[src/rtl/adder_pkg.sv]
// Shared constants for the registered ripple-carry adder.
// The default operand width lives here so users and the adder agree on it.
package adder_pkg;

  localparam int ADDER_DEFAULT_WIDTH = 4;

endpackage : adder_pkg

[src/rtl/full_adder.sv]
// One-bit full adder: the combinational cell chained by adder_4bit.
module full_adder (
  input  logic a,
  input  logic b,
  input  logic cin,
  output logic s,
  output logic cout
);

  logic p;

  assign p    = a ^ b;
  assign s    = p ^ cin;
  assign cout = (a & b) | (cin & p);

endmodule : full_adder

[src/rtl/adder_4bit.sv]
// Registered ripple-carry adder: {cout,sum} = a + b + cin, one cycle of latency.
// Define ADDER_4BIT_OVF_EN to add the registered two's-complement overflow output ovf.
module adder_4bit
  import adder_pkg::*;
#(
  parameter int WIDTH = ADDER_DEFAULT_WIDTH
) (
  input  logic             clk,
  input  logic             rst_n,
  input  logic [WIDTH-1:0] a,
  input  logic [WIDTH-1:0] b,
  input  logic             cin,
  output logic [WIDTH-1:0] sum,
  output logic             cout
`ifdef ADDER_4BIT_OVF_EN
  ,
  output logic             ovf
`endif
);

  // c[i] is the carry into bit i; c[WIDTH] is the carry-out of the whole chain.
  logic [WIDTH:0]   c;
  logic [WIDTH-1:0] sum_d;
  logic [WIDTH-1:0] sum_q;
  logic             cout_q;

  assign c[0] = cin;

  for (genvar gi = 0; gi < WIDTH; gi++) begin : g_chain
    full_adder u_fa (
      .a    (a[gi]),
      .b    (b[gi]),
      .cin  (c[gi]),
      .s    (sum_d[gi]),
      .cout (c[gi+1])
    );
  end

`ifdef ADDER_4BIT_OVF_EN
  logic ovf_d;
  logic ovf_q;

  // Signed overflow: carry into the sign bit differs from carry out of it.
  assign ovf_d = c[WIDTH] ^ c[WIDTH-1];

  always_ff @(posedge clk or negedge rst_n) begin
    if (!rst_n) begin
      sum_q  <= '0;
      cout_q <= 1'b0;
      ovf_q  <= 1'b0;
    end else begin
      sum_q  <= sum_d;
      cout_q <= c[WIDTH];
      ovf_q  <= ovf_d;
    end
  end

  assign ovf = ovf_q;
`else
  always_ff @(posedge clk or negedge rst_n) begin
    if (!rst_n) begin
      sum_q  <= '0;
      cout_q <= 1'b0;
    end else begin
      sum_q  <= sum_d;
      cout_q <= c[WIDTH];
    end
  end
`endif

  assign sum  = sum_q;
  assign cout = cout_q;

endmodule : adder_4bit

[config.mk]
export PLATFORM = sky130hd
export DESIGN_NAME = adder_4bit
export DESIGN_NICKNAME = d
export VERILOG_FILES = /design/src/rtl/adder_pkg.sv /design/src/rtl/full_adder.sv /design/src/rtl/adder_4bit.sv
export SDC_FILE = /design/constraint.sdc
export NUM_CORES = 1
export LEC_CHECK = 0
export ABC_AREA = 1
export CAP_MARGIN = 10
export CORE_AREA = 2 2 39 41
export CTS_CLUSTER_DIAMETER = 100
export DETAILED_ROUTE_END_ITERATION = 16
export DIE_AREA = 0 0 41 43
export PLACE_DENSITY = 0.55
export SETUP_SLACK_MARGIN = 0.2
export SLEW_MARGIN = 20
export SYNTH_ARGS = -nofsm -noshare
export SYNTH_HDL_FRONTEND = slang
export SYNTH_SLANG_ARGS = --single-unit
export TNS_END_PERCENT = 50
[constraint.sdc]
create_clock -name clk -period 0.8 [get_ports clk]
set_input_delay 0.24 -clock clk [delete_from_list [all_inputs] [get_ports clk]]
set_output_delay 0.24 -clock clk [all_outputs]
set_load 0.005 [all_outputs]
==> out/results.txt, run 1 <==
CP Data Arrival Time - 1.81 ns
WP data required - 0.98 ns
P_sw - 177 uW
Final WS setup - -0.831 ns
Boundary Pins - 16
# diodes - 0
First-pass GRT wire length - 614 um
Clock power share - 36.0%
Layout Area Growth over Synthesis - 84.0%
Share of cells above drive strength 1 - 60.5%
Clock Sinks - 5
Status - complete, but fails checks
Gr usage total - 5.59%
Number of core rows - 14
Setup WS pre-CTS - -1.60 ns
CTS H-tree depth - 1
Synth Cell Area - 243 sq um
Vias - 180
Final hold viol count - 0
Starting Density - 17.5%
TritonCTS clock tree - done
Max incr delay on CP - 0.42 ns
1st-iter DRT viols - 0
Via/cell ratio - 3.33
Ys Warns - 0
Fin util - 32.3%
Register area share after synthesis - 51.5%
Final Max Tran Viols - 0
Critical path's most frequent cell - fa_2
P_leak - 0.000217 uW
Syn Area/Cell - 12.8 sq um
Port bufs - 15
Final setup fails - 10
Drt pass-1 iters - 1
Clock buffer depth - 2
Worst slew pin tran - 0.207 ns
Comb power frac - 24.1%
Reg clk slew, reported paths - 0.04 ns
CP max-delay cell - fa_2
Avg WL per Cell - 7.19 um
Max cap viols - 0
Routability cong. - 0.564
Largest net degree at the start of global routing - 6
Commonest non-fill, non-tap cell in the layout - inv_2
Routed Antenna Nets - 0
Hold/Removal Path Class - in -> async
CP Launch Type - input pin
#FFs+latches synth - 5
CP max FO - 1
RSZ-0062 raised after global routing - true
Synth Instances - 19
Minimum clock period after layout - 1.63 ns
Die area - 1760 sq um
Max_slew headroom - 86.2%
Reg power frac - 39.9%
Peak VDD IR - 471 uV
Num CTS Buffers - 3
Max Clk Rate - 613 MHz
Chip height - 43 um
Remaining DRCs - 0
GRT Residual Overflow - 0
Pwr/cell area - 1710 nW/um^2
CTS root buf - clkbuf_4
Hold buffer count at CTS - 0
Failing checks - setup timing
Synth cell types - 3
DP Wirelength - 371 um
Internal - 589 uW
Most frequent cells in the layout - inv_2, dfrtp_1, clkdlybuf4s50_1
Switch share - 23.1%
Setup Buffers After CTS - 0
DIE WIDTH - 41 um
WL final - 388 um
Syn_nets - 34
Initial antenna violation count - 0
Fin crit share - 204%
Vias in the first global route - 164
Core Area - 1380 sq um
Crit end category - flop
WS Path Type - in -> reg
Final Net Count - 54
Cell breakdown of the critical path - buf_8, inv_12, fa_2, inv_2, fa_2, fa_2, inv_2, fa_2, inv_2
==> area by class of cell <==
| type | instances | area, sq um |
|---|---|---|
| multi-input cells | 4 | 90.1 |
| flip-flops and latches | 5 | 125 |
| fillers | 156 | 937 |
| well taps | 16 | 20.0 |
| inverters | 10 | 55.1 |
| clock buffers | 4 | 26.3 |
| repair buffers | 15 | 130 |
==> repair_timing <==
| action | CTS | global route |
|---|---|---|
| pin swaps | 4 | 4 |
| resized for setup | 31 | 6 |
| endpoints found under the setup margin | 10 | 10 |
| gates cloned | 0 | 0 |
==> critical path: cells and delay by family <==
| family | cells | cell delay (ns) |
|---|---|---|
| adder cells (fa/ha/maj) | 4 | 1.27 |
| buffers and inverters | 5 | 0.29 |
==> worst paths after layout <==
kind | start | to | slack (ns) | cells past startpoint
worst max-delay path | a[0] | sum[3] | -0.83 | 9
worst min-delay path | rst_n | sum[0] | 0.22 | 1
max in group asynchronous | rst_n | sum[3] | 0.40 | 1
min in group clk | cin | sum[0] | 0.39 | 4
==> layer usage <==
metal / vias up / global-route usage [%] / routed length (um)
met5: - / 0 / 0
met4: 0 / 4.00 / 0
met3: 0 / 3.14 / 76
met2: 11 / 8.13 / 216
met1: 84 / 5.69 / 95
li1: 85 / - / -
==> cells by family (layout without fill, tap and decap cells) <==
family | Yosys count | count (layout) | share of synthesized area [%]
adder cells (fa/ha/maj) | 4 | 4 | 33.0
buffers and inverters | 10 | 29 | 15.5
flip-flops | 5 | 5 | 51.5
==> synthesized netlist by cell type (all sizes together) <==
master,instances,area (sq um)
inv,10,37.5
dfrtp,5,125
fa,4,80.1
==> power by group through the flow <==
stage	Clock [uW]	Sequential (uW)	Combinational (uW)
floorplan	0	315	55.8
CTS	289	306	200
global route	318	308	212
finish	276	305	184
detailed placement	0	310	221
global placement	0	307	216
==> state kept, by name, indices dropped and copies added (netlist names) <==
name,count
cout,1
sum,4
==> stage by stage <==
stage	hold WS [ns]	cells	setup TNS, ns	power, uW	area [sq um]
after floorplan	-0.0556	19	-2.77	371	270
after global placement	0.464	50	-7.24	523	440
after detailed placement	0.466	50	-7.34	531	440
after CTS	0.215	54	-3.51	796	467
after global routing	0.225	54	-3.14	838	447
final	0.219	54	-2.91	765	447
(Power assumes the default switching activity.)
==> run 2, diff against run 1 <==
--- a/config.mk
+++ b/config.mk
@@ -11,7 +11,6 @@
 export CTS_CLUSTER_DIAMETER = 100
 export DETAILED_ROUTE_END_ITERATION = 16
 export DIE_AREA = 0 0 41 43
-export PLACE_DENSITY = 0.55
 export SETUP_SLACK_MARGIN = 0.2
 export SLEW_MARGIN = 20
 export SYNTH_ARGS = -nofsm -noshare
==> out/results.txt, run 2 (same netlist as run 1, synthesis figures left out) <==
Boundary Pins - 16 (unchanged)
RSZ-0062 raised after global routing - true
Share of cells above drive strength 1 - 57.9% (-2.6 points)
Peak VDD IR - 418 uV (-11%)
Switch share - 24.4% (+1.3 points)
Routability cong. - 0.515 (-8.7%)
Final instance area - 453 sq um (+1.4%)
# fillers - 162 (+3.8%)
Met3 Usage GRT - 2.09% (-1.0 points)
P_sw - 190 uW (+7.8%)
Final Instance Count excl. Fillers - 54 (unchanged)
Num CTS Buffers - 3 (unchanged)
Failing checks - setup timing
Fin crit share - 204% (about the same)
Vias in the first global route - 176 (+7.3%)
Core Area - 1380 sq um (unchanged)
CP Launch Type - input pin
Status - complete, but fails checks
Vias - 186 (+3.3%)
DP Wirelength - 367 um (-0.97%)
DIE WIDTH - 41 um (unchanged)
Reg power frac - 39.1% (-0.8 points)
Setup Buffers After CTS - 0 (unchanged)
Largest net degree at the start of global routing - 6 (unchanged)
CP Launch Point - a[0]
Reg clk slew, reported paths - 0.04 ns (about the same)
Number of core rows - 14 (unchanged)
Chip height - 43 um (unchanged)
Max FFs per register - 4 (unchanged)
Final Net Count - 54 (unchanged)
DP Cell Count - 50 (unchanged)
Via/cell ratio - 3.44 (+3.3%)
First-pass GRT wire length - 634 um (+3.3%)
TritonCTS clock tree - done
Clock power share - 37.2% (+1.2 points)
Setup WS pre-CTS - -1.62 ns (-0.0208 ns)
Clock Sinks - 5 (unchanged)
Final Max Tran Viols - 0 (unchanged)
Most used routing layer - met2
Internal - 590 uW (+0.25%)
WS Path Type - in -> reg
CTS H-tree depth - 1 (unchanged)
Pwr/cell area - 1720 nW/um^2 (+0.58%)
Remaining DRCs - 0 (unchanged)
Max_slew headroom - 86.0% (-0.17 points)
Max cap viols - 0 (unchanged)
Clock buffer depth - 2 (unchanged)
WP data required - 0.98 ns (about the same)
Max Clk Rate - 613 MHz (about the same)
Worst slew pin tran - 0.210 ns (+0.00258 ns)
WL final - 476 um (+23%)
# diodes - 0 (unchanged)
Layout Area Growth over Synthesis - 86.6%
Hold buffer count at CTS - 0 (unchanged)
Comb power frac - 23.7% (-0.4 points)
Minimum clock period after layout - 1.63 ns (-0.000815 ns)
Met1 Usage GRT - 4.97% (-0.72 points)
Drt pass-1 iters - 2 (+1)
Routed Antenna Nets - 0 (unchanged)
Gr usage total - 6.28% (+0.69 points)
Final WS setup - -0.830 ns (+0.000815 ns)
Avg WL per Cell - 8.81 um (+23%)
Crit end category - flop
Port bufs - 15 (unchanged)
CTS root buf - clkbuf_4
P_leak - 0.000220 uW (+1.1%)
GRT Residual Overflow - 0 (unchanged)
Die area - 1760 sq um (unchanged)
Final hold viol count - 0 (unchanged)
CP max FO - 1 (unchanged)
Final setup fails - 9 (-1)
Hold/Removal Path Class - in -> async
GRT met2 Usage - 9.69% (+1.6 points)
Starting Density - 17.5% (unchanged)
CP Data Arrival Time - 1.81 ns (about the same)
Initial antenna violation count - 0 (unchanged)
1st-iter DRT viols - 1 (+1)
Most frequent cells in the layout - dfrtp_1, clkdlybuf4s50_1, clkbuf_2
Placed Area - 440 sq um (unchanged)
[run 2: worst paths after layout]
| kind | to | slack, ns | depth (start not counted) |
|---|---|---|---|
| max | sum[3] | -0.83 | 9 |
| min | sum[1] | 0.21 | 1 |
| max in group asynchronous | cout | 0.41 | 1 |
| min in group clk | sum[0] | 0.39 | 4 |
[run 2: worst max-delay path, cell delays in order]
cell and delay [ns]:
buf_8 0.11, inv_12 0.04, fa_2 0.18, inv_2 0.04, fa_2 0.33, fa_2 0.34, inv_2 0.07, fa_2 0.42
inv_1 0.06
[run 2: power by group through the flow]
stage / Combinational (uW) / Clock (uW) / Sequential (uW)
after floorplan: 55.8 / 0 / 315
after global placement: 218 / 0 / 309
after detailed placement: 221 / 0 / 310
after CTS: 206 / 306 / 306
after global routing: 215 / 303 / 309
final: 185 / 290 / 305
[run 2: cell type report]
class | instances | area, sq um | area share (%)
Clock buffer | 4 | 26.3 | 5.80
Inverter | 10 | 57.6 | 12.7
Multi-Input combinational cell | 4 | 90.1 | 19.9
Sequential cell | 5 | 125 | 27.6
Tap cell | 16 | 20.0 | 4.42
Timing Repair Buffer | 15 | 134 | 29.6
[run 2: per-layer routing]
metal / up-vias / wire, um
met2: 14 / 252
met1: 88 / 129
li1: 84 / -
met4: 0 / 0
met5: - / 0
met3: 0 / 94
[run 2: timing repair]
action	in CTS	in global routing
endpoints found under the setup margin	10	10
cloned	0	0
gates resized for setup	30	10
pin swaps	4	4
endpoints found under the hold margin	0	0
[run 2: metrics by stage]
| stage | TNS (ns) | hold slack, ns | utilization, % | total power [uW] |
|---|---|---|---|---|
| finish | -2.91 | 0.212 | 32.7 | 780 |
| global route | -3.18 | 0.228 | 32.7 | 826 |
| CTS | -3.66 | 0.209 | 34.1 | 818 |
| detailed placement | -7.38 | 0.469 | 31.8 | 531 |
| global placement | -7.35 | 0.473 | 31.8 | 527 |
| floorplan | -2.77 | -0.0556 | - | 371 |
